File: config.mk
export PLATFORM = sky130hd
export DESIGN_NAME = posit_accum_ctrl_8
export DESIGN_NICKNAME = d
export VERILOG_FILES = /design/src/rtl/posit_accum_ctrl_8.sv
export SDC_FILE = /design/constraint.sdc
export NUM_CORES = 1
export LEC_CHECK = 0
export CORE_ASPECT_RATIO = 1.5
export CORE_MARGIN = 2
export CORE_UTILIZATION = 43
export DETAILED_ROUTE_END_ITERATION = 8
export GPL_TIMING_DRIVEN = 0
export PLACE_DENSITY = 0.73
export RECOVER_POWER = 100
export SETUP_SLACK_MARGIN = 0.15
export SLEW_MARGIN = 40
export SYNTH_ARGS = -nofsm -noshare
export SYNTH_HDL_FRONTEND = slang
export SYNTH_SLANG_ARGS = --single-unit
export TNS_END_PERCENT = 1
File: constraint.sdc
create_clock -name clk_i -period 1.7 [get_ports clk_i]
set_input_delay 0.34 -clock clk_i [delete_from_list [all_inputs] [get_ports clk_i]]
set_output_delay 0.34 -clock clk_i [all_outputs]
set_load 0.05 [all_outputs]
File: src/rtl/posit_accum_ctrl_8.sv
// posit_accum_ctrl_8
//
// Streaming reduction controller that sits upstream of posit_adder_8. It accepts a packet of
// posit<8,4> terms, folds them serially into one running sum through the external adder (one add
// outstanding at a time) and emits one sum per packet.
//
// Ports
//   clk_i          clock, all logic on the rising edge
//   reset_i        synchronous reset, active high
//   in_valid_i     input term valid
//   in_ready_o     term accepted this cycle when in_valid_i is also high
//   in_data_i      posit term
//   in_last_i      term closes its packet
//   add_in1_o      adder operand 1 (running sum)
//   add_in2_o      adder operand 2 (new term)
//   add_start_o    one-cycle adder launch pulse
//   add_result_i   adder sum
//   add_inf_i      adder NaR flag
//   add_zero_i     adder zero flag (informational, not used)
//   add_done_i     adder result valid, single-cycle pulse
//   add_err_o      watchdog fired, sticky until reset (POSIT_ACC_WATCHDOG_EN only)
//   out_valid_o    packet sum valid, held until out_ready_i
//   out_ready_i    downstream accepts the sum
//   out_data_o     packet sum (NaR if any NaR was seen)
//   out_inf_o      sum is NaR
//   out_count_o    number of terms in the packet, saturating
//
// Optional feature: define POSIT_ACC_WATCHDOG_EN to add the add_done watchdog and add_err_o.
module posit_accum_ctrl_8 #(
    parameter int unsigned N           = 8,
    parameter int unsigned ADD_LATENCY = 8,
    parameter int unsigned CNT_W       = 8
) (
    input  logic             clk_i,
    input  logic             reset_i,
    input  logic             in_valid_i,
    output logic             in_ready_o,
    input  logic [N-1:0]     in_data_i,
    input  logic             in_last_i,
    output logic [N-1:0]     add_in1_o,
    output logic [N-1:0]     add_in2_o,
    output logic             add_start_o,
    input  logic [N-1:0]     add_result_i,
    input  logic             add_inf_i,
    input  logic             add_zero_i,
    input  logic             add_done_i,
`ifdef POSIT_ACC_WATCHDOG_EN
    output logic             add_err_o,
`endif
    output logic             out_valid_o,
    input  logic             out_ready_i,
    output logic [N-1:0]     out_data_o,
    output logic             out_inf_o,
    output logic [CNT_W-1:0] out_count_o
);

    localparam logic [N-1:0] PositNaR = {1'b1, {(N-1){1'b0}}};

    typedef enum logic [1:0] {StIdle, StFetch, StWait, StOut} state_e;

    state_e             state_q;
    logic               in_ready_q;
    logic [N-1:0]       acc_q;
    logic               inf_q;
    logic [CNT_W-1:0]   cnt_q;
    logic               last_q;
    logic [N-1:0]       add_in1_q;
    logic [N-1:0]       add_in2_q;
    logic               add_start_q;
    logic               out_valid_q;
    logic [N-1:0]       out_data_q;
    logic               out_inf_q;
    logic [CNT_W-1:0]   out_count_q;

    // Result of the outstanding add as seen this cycle (real or watchdog-forced).
    logic               done_evt;
    logic [N-1:0]       done_acc;
    logic               done_inf;
    logic               in_xfer;
    logic [CNT_W-1:0]   cnt_inc;

    // The zero flag carries no information we need: a zero sum is already 8'h00.
    logic unused_add_zero;
    assign unused_add_zero = add_zero_i;

`ifdef POSIT_ACC_WATCHDOG_EN
    // Counter is cleared on launch and reaches WdLimit in the last cycle add_done may still arrive.
    localparam int unsigned WdLimit = ADD_LATENCY + 1;
    localparam int unsigned WdW     = $clog2(WdLimit + 1);

    logic [WdW-1:0] wd_q;
    logic           add_err_q;
    logic           wd_fire;

    assign wd_fire   = (state_q == StWait) && !add_done_i && (wd_q == WdW'(WdLimit));
    assign add_err_o = add_err_q;
`endif

    assign in_xfer = in_valid_i && in_ready_q;
    // Term count saturates at all-ones instead of wrapping.
    assign cnt_inc = (cnt_q == {CNT_W{1'b1}}) ? cnt_q : cnt_q + CNT_W'(1);

    always_comb begin
        done_evt = add_done_i;
        done_acc = add_result_i;
        done_inf = inf_q | add_inf_i;
`ifdef POSIT_ACC_WATCHDOG_EN
        if (wd_fire) begin
            done_evt = 1'b1;
            done_acc = PositNaR;
            done_inf = 1'b1;
        end
`endif
    end

    always_ff @(posedge clk_i) begin
        if (reset_i) begin
            state_q     <= StIdle;
            in_ready_q  <= 1'b0;
            acc_q       <= '0;
            inf_q       <= 1'b0;
            cnt_q       <= '0;
            last_q      <= 1'b0;
            add_in1_q   <= '0;
            add_in2_q   <= '0;
            add_start_q <= 1'b0;
            out_valid_q <= 1'b0;
            out_data_q  <= '0;
            out_inf_q   <= 1'b0;
            out_count_q <= '0;
`ifdef POSIT_ACC_WATCHDOG_EN
            wd_q        <= '0;
            add_err_q   <= 1'b0;
`endif
        end else begin
            add_start_q <= 1'b0;
            unique case (state_q)
                StIdle: begin
                    in_ready_q <= 1'b1;
                    if (in_xfer) begin
                        acc_q <= in_data_i;
                        inf_q <= (in_data_i == PositNaR);
                        cnt_q <= CNT_W'(1);
                        if (in_last_i) begin
                            // Single-term packet: no add, straight to output.
                            state_q     <= StOut;
                            in_ready_q  <= 1'b0;
                            out_valid_q <= 1'b1;
                            out_data_q  <= in_data_i;
                            out_inf_q   <= (in_data_i == PositNaR);
                            out_count_q <= CNT_W'(1);
                        end else begin
                            state_q <= StFetch;
                        end
                    end
                end
                StFetch: begin
                    if (in_xfer) begin
                        add_in1_q   <= acc_q;
                        add_in2_q   <= in_data_i;
                        add_start_q <= 1'b1;
                        last_q      <= in_last_i;
                        cnt_q       <= cnt_inc;
                        in_ready_q  <= 1'b0;
                        state_q     <= StWait;
`ifdef POSIT_ACC_WATCHDOG_EN
                        wd_q        <= '0;
`endif
                    end
                end
                StWait: begin
`ifdef POSIT_ACC_WATCHDOG_EN
                    wd_q <= wd_q + WdW'(1);
                    if (wd_fire) begin
                        add_err_q <= 1'b1;
                    end
`endif
                    if (done_evt) begin
                        acc_q <= done_acc;
                        inf_q <= done_inf;
                        if (last_q) begin
                            state_q     <= StOut;
                            out_valid_q <= 1'b1;
                            out_data_q  <= done_inf ? PositNaR : done_acc;
                            out_inf_q   <= done_inf;
                            out_count_q <= cnt_q;
                        end else begin
                            state_q    <= StFetch;
                            in_ready_q <= 1'b1;
                        end
                    end
                end
                StOut: begin
                    if (out_ready_i) begin
                        out_valid_q <= 1'b0;
                        in_ready_q  <= 1'b1;
                        state_q     <= StIdle;
                    end
                end
                default: begin
                    state_q <= StIdle;
                end
            endcase
        end
    end

    assign in_ready_o  = in_ready_q;
    assign add_in1_o   = add_in1_q;
    assign add_in2_o   = add_in2_q;
    assign add_start_o = add_start_q;
    assign out_valid_o = out_valid_q;
    assign out_data_o  = out_data_q;
    assign out_inf_o   = out_inf_q;
    assign out_count_o = out_count_q;

endmodule
== Word level (Yosys, flattened, before mapping) ==
Index checks and enable logic that the tools add are counted.

* Bitwise operators: 2
* Reduce and logical (&&, ||, !) cells: 13
* Mux-type cells: 47
* Eq/ne operators: 13
* Add/sub/neg operators: 1

{| class="wikitable"
|+ Operator list
! cell !! number
|-
| 8-bit 2-to-1 mux || 14
|-
| 8-bit case mux with 2 select lines || 4
|-
| 1-bit 2-to-1 mux || 18
|-
| 8-bit == test, second input constant || 2
|-
| 2-bit inequality test, second input constant || 8
|-
| 2-bit 2-to-1 mux || 6
|-
| 4-bit AND reduction || 3
|-
| 8-bit by 1-bit adder with 8-bit output, second input constant || 1
|-
| 2-bit case mux with 4 select lines || 1
|-
| 6-bit AND reduction || 1
|-
| 5-bit AND reduction || 1
|-
| 2-bit == test, second input constant || 2
|-
| 1-bit case mux with 2 select lines || 2
|-
| 1-bit case mux with 4 select lines || 1
|-
| 2-bit nonzero test || 2
|-
| 1-bit case mux with 3 select lines || 1
|-
| 3-bit AND reduction || 1
|-
| 3-bit nonzero test || 1
|-
| 2-bit by 1-bit == test with 1-bit output, second input constant || 1
|-
| 2-bit logical NOT || 1
|-
| 2-bit AND reduction || 1
|-
| 2-bit OR reduction || 1
|-
| 1-bit logical AND || 1
|-
| 1-bit inverter || 1
|-
| 1-bit OR || 1
|}

* Bits of input ports: 24
* Output and inout bits: 36
* Register bits after elaboration: 56

== Longest topological paths before layout ==
* Depth in word-level cells: 5
* Depth in mapped cells: 6

== Worst setup path before layout ==
No wires, ideal clock.

* Path kind: register to register
* Start: register in_ready_q, in the netlist in_ready_o
* End: register out_count_q[1], in the netlist out_count_o[1]
* Setup slack: -0.079 ns
* Setup time: 0.117 ns
* Data arrival time: 1.663 ns
* Buffers on the path: 0
* Cell stages (with the launch flop): 5
* Path through: dfxtp_1 > nand4b_1 > a21oi_1 > nor2_1 > a22o_1

* Word-level cells in the longest chain between the ends: 3

{| class="wikitable"
|+ Ends and longest elaborated chain
! what !! line !! RTL
|-
| start: declaration || 62 || <nowiki>logic in_ready_q;</nowiki>
|-
| start signal: assignment || 119 || <nowiki>in_ready_q <= 1'b0;</nowiki>
|-
| start signal: assignment || 139 || <nowiki>in_ready_q <= 1'b1;</nowiki>
|-
| start signal: assignment || 147 || <nowiki>in_ready_q <= 1'b0;</nowiki>
|-
| 1-bit logical AND || 99 || <nowiki>assign in_xfer = in_valid_i && in_ready_q;</nowiki>
|-
| 2-bit inequality test (no line) || -- ||
|-
| 5-bit AND reduction (no line) || -- ||
|-
| end signal: assignment || 186 || <nowiki>out_count_q <= cnt_q;</nowiki>
|-
| end: declaration || 73 || <nowiki>logic [CNT_W-1:0] out_count_q;</nowiki>
|}

No other way between the ends.
A chain may end at the register's enable or synchronous reset.

== Final worst setup path ==
* Start: register out_inf_q, in the netlist out_inf_o
* End: output port out_inf_o

{| class="wikitable"
|+ RTL lines
! what !! line !! RTL
|-
| start: declaration || 72 || <nowiki>logic out_inf_q;</nowiki>
|-
| start signal: assignment || 150 || <nowiki>out_inf_q <= (in_data_i == PositNaR);</nowiki>
|-
| start signal: assignment || 185 || <nowiki>out_inf_q <= done_inf;</nowiki>
|-
| end: declaration || 53 || <nowiki>output logic out_inf_o,</nowiki>
|}

No word-level cell between the ends.

==> implementation parameters <==
Parameter                              Value

Global routing
  Initial antenna violation count    0
  Pin count of the biggest net entering global routing    17
  Overall routing resource usage    0.2208
  Wire length of the first global-routing pass    9942 µm
  Number of global-route vias before repair    2105
  Total overflow reported by the global router    0

STA
  Tcrit/Tclk final    0.9477
  Pin slew with the least headroom to its limit    0.5917 ns
  Unrepaired setup endpoints after global routing    true
  Final setup violation count    0
  Final count of pins violating max slew    0
  Worst-case hold slack    0.3563 ns
  Crit path time final    1.611 ns
  Final setup slack of the worst path    0.08887 ns
  Final clock skew    0.006440 ns
  Achievable Freq    620.7 MHz
  Max-slew headroom    0.6072
  Final hold violation count    0

Drt
  Detailed-route wire length per cell    16.10 µm
  Routed length on met1    2459 µm
  Final ANT Viol Nets    0
  Total length of routed met2 wires    3505 µm
  Length of the first detailed-routing pass in iterations    4
  Vias per Instance    5.452
  Total vias in the final route    2170
  Remaining design rule violation count    0
  Uppermost layer routed    met4
  Met3 WL    300 µm
  Drt total wl    6409 µm
  Count of routing violations after the opening detailed-route iteration    93

Yosys
  Library cell occupying the most area in the post-synthesis netlist    sky130_fd_sc_hd__dfxtp_1
  Mean cell area of the mapped netlist    8.787 µm²
  Yosys synthesis warning count    0
  Most common flop cell mapped by yosys    sky130_fd_sc_hd__dfxtp_1
  Synth cell types    40
  Area share of the largest cell type after synthesis    0.4907
  Most frequent cell after synthesis    sky130_fd_sc_hd__dfxtp_1
  Async set-or-reset flop fraction in the synthesized netlist    0
  Number of nets in the synthesized netlist    285
  Post-Synthesis Cell Area    2285 µm²
  Number of synthesized register bits    56
  Commonest cells post-synth    sky130_fd_sc_hd__dfxtp_1, sky130_fd_sc_hd__nand2_1, sky130_fd_sc_hd__a21oi_1
  Number of instances in the synthesized netlist    260
  Ranking of synthesized cells by area    sky130_fd_sc_hd__dfxtp_1, sky130_fd_sc_hd__nand2_1, sky130_fd_sc_hd__a21oi_1
  Number of synthesized flops with an enable pin    0
  Sequential area share after synthesis    0.4907

Clock network
  Clock Tree Root    sky130_fd_sc_hd__clkbuf_8
  Clock Pin Slew Worst Setup and Hold Paths    0.10 ns
  Number of H-tree levels    2
  CTS tree    yes
  Insertion delay to the later sink of the worst-skew pair    0.31 ns
  Maximum number of buffers from clock root to sink    2
  CTS buffer count    5
  Cts-stage hold buffer count    0
  Num Clock Sinks    56

Min path
  Tightest Hold Check Type    input pin to flip-flop
  Min-Delay Path Depth    3

Pwr
  P_leak    1.227 nW
  Power per unit of standard cell area    838.1 nW/µm²
  Worst voltage drop across the vdd grid    0.5353 mV
  Power Total    2.621 mW

Place
  Worst Setup Slack post-DPL    -0.5089 ns
  Number of cells in the design after placement    385
  Placer Congestion    0.8234
  HPWL after detailed placement    4578 µm
  Number of input and output port buffers inserted    57

Critical path
  Worst r2r path cells    5
  Worst path slowest cell    sky130_fd_sc_hd__clkdlybuf4s25_1
  Internal reg-to-reg setup slack    0.13 ns
  Type of destination of the critical path    output port
  CP delay by family, top    buffers and inverters
  Buffers and inverters on the worst path    1
  Maximum single-stage delay on the critical path    0.59 ns
  Largest fanout on the critical path    2
  Chain of cells forming the critical path    clkdlybuf4s25_1
  Arrival time reported for the critical path endpoint    1.27 ns
  Endpoint required time on the critical path    1.36 ns
  Startpoint type of the worst setup path    flip-flop
  WP depth    1
  Startpoint-to-endpoint class of the critical path    flip-flop to output port

Layout
  Layout filler cell count    499
  Fraction of final layout cells with drive strength greater than 1    0.1273
  Nets    354
  Post-layout instance count excluding filler cells    398
  Layout overhead on the synthesized area    36.86%
  Final standard cell utilization of the core    0.6101
  Count of antenna diodes in the layout    0

Job
  Max-cap violation count    0

Floorplan
  Die area    5924 µm²
  Number of ports placed on the die boundary    60
  Die span in y    93.28 µm
  Starting density of the core    0.4458
  Site Rows    32
  Core area    5125 µm²
  Die X    63.52 µm

Status
  Run status    completed
layout by cell type, fill, tap and decap left out, types with 5 or more instances in the layout:
cell type and count:
sky130_fd_sc_hd__mux2i_1 5, sky130_fd_sc_hd__o31ai_1 5, sky130_fd_sc_hd__nand3b_1 7, sky130_fd_sc_hd__clkbuf_8 6, sky130_fd_sc_hd__a21oi_1 29, sky130_fd_sc_hd__a22o_1 7, sky130_fd_sc_hd__o21ai_0 5, sky130_fd_sc_hd__clkdlybuf4s50_1 19
sky130_fd_sc_hd__nor2_1 27, sky130_fd_sc_hd__clkbuf_1 9, sky130_fd_sc_hd__dfxtp_1 53, sky130_fd_sc_hd__dlygate4sd2_1 32, sky130_fd_sc_hd__nand2_1 43, sky130_fd_sc_hd__a211oi_1 11
power by group:
part | internal, mW | switching (mW) | total [mW] | leakage [nW]
clock network | 0.332 | 0.424 | 0.756 | 0.0445
logic | 0.173 | 0.282 | 0.455 | 0.727
registers | 1.37 | 0.0429 | 1.41 | 0.455
total | 1.87 | 0.749 | 2.62 | 1.23
per-layer routing:
layer / vias to the layer above / global-route usage
li1: 1072 / -
met1: 1026 / 0.2301
met2: 63 / 0.3991
met3: 9 / 0.05415
met4: 0 / 0.1232
met5: - / 0
cell families (layout without fill, tap and decap cells):
family	count (synthesis)	count (layout)	synth area share
flops	56	56	0.4907
fa+ha+maj	1	1	0.005476
simple gates	105	105	0.2218
mux	7	7	0.03067
buf+inv	17	86	0.03505
compound gates	74	75	0.2163
state kept, by name (all words and copies together) (netlist names):
signal / cells
acc_q: 8
add_in1_o: 8
add_in2_o: 8
cnt_q: 8
out_count_o: 8
out_data_o: 8
state_q: 2
add_start_o: 1
in_ready_o: 1
inf_q: 1
last_q: 1
out_inf_o: 1
out_valid_o: 1
layout make-up:
type | count | area (µm²) | share of cell area
Tap cell | 68 | 85.08 | 0.02721
Inverter | 1 | 3.754 | 0.001200
Sequential cell | 56 | 1125 | 0.3597
Clock inverter | 1 | 7.507 | 0.002401
Buffer | 15 | 75.07 | 0.02401
Timing Repair Buffer | 62 | 561.8 | 0.1797
Multi-Input combinational cell | 188 | 1182 | 0.3781
Clock buffer | 7 | 86.33 | 0.02761
what timing repair did:
action / 4_1_cts / 5_1_grt
gates cloned: 0 / 1
gates resized for setup: 54 / 23
setup endpoints to repair: 80 / 77
setup buffers: 0 / 5
pin swaps: 1 / 5
worst paths after layout:
kind	from	to
worst max-delay path	out_inf_o	out_inf_o
worst min-delay path	in_last_i	last_q
worst max register to register	cnt_q[0]	cnt_q[4]
worst min register to register	acc_q[4]	add_in1_o[4]
per-stage QoR:
step / setup TNS, ns / instance area (µm²)
6_report: 0 / 3127
4_1_cts: 0 / 3037
3_5_place_dp: -16.52 / 2942
5_1_grt: 0 / 3127
2_1_floorplan: 0 / 2286
3_3_place_gp: -15.83 / 2942
No activity file was read; power rests on OpenSTA's default activity.
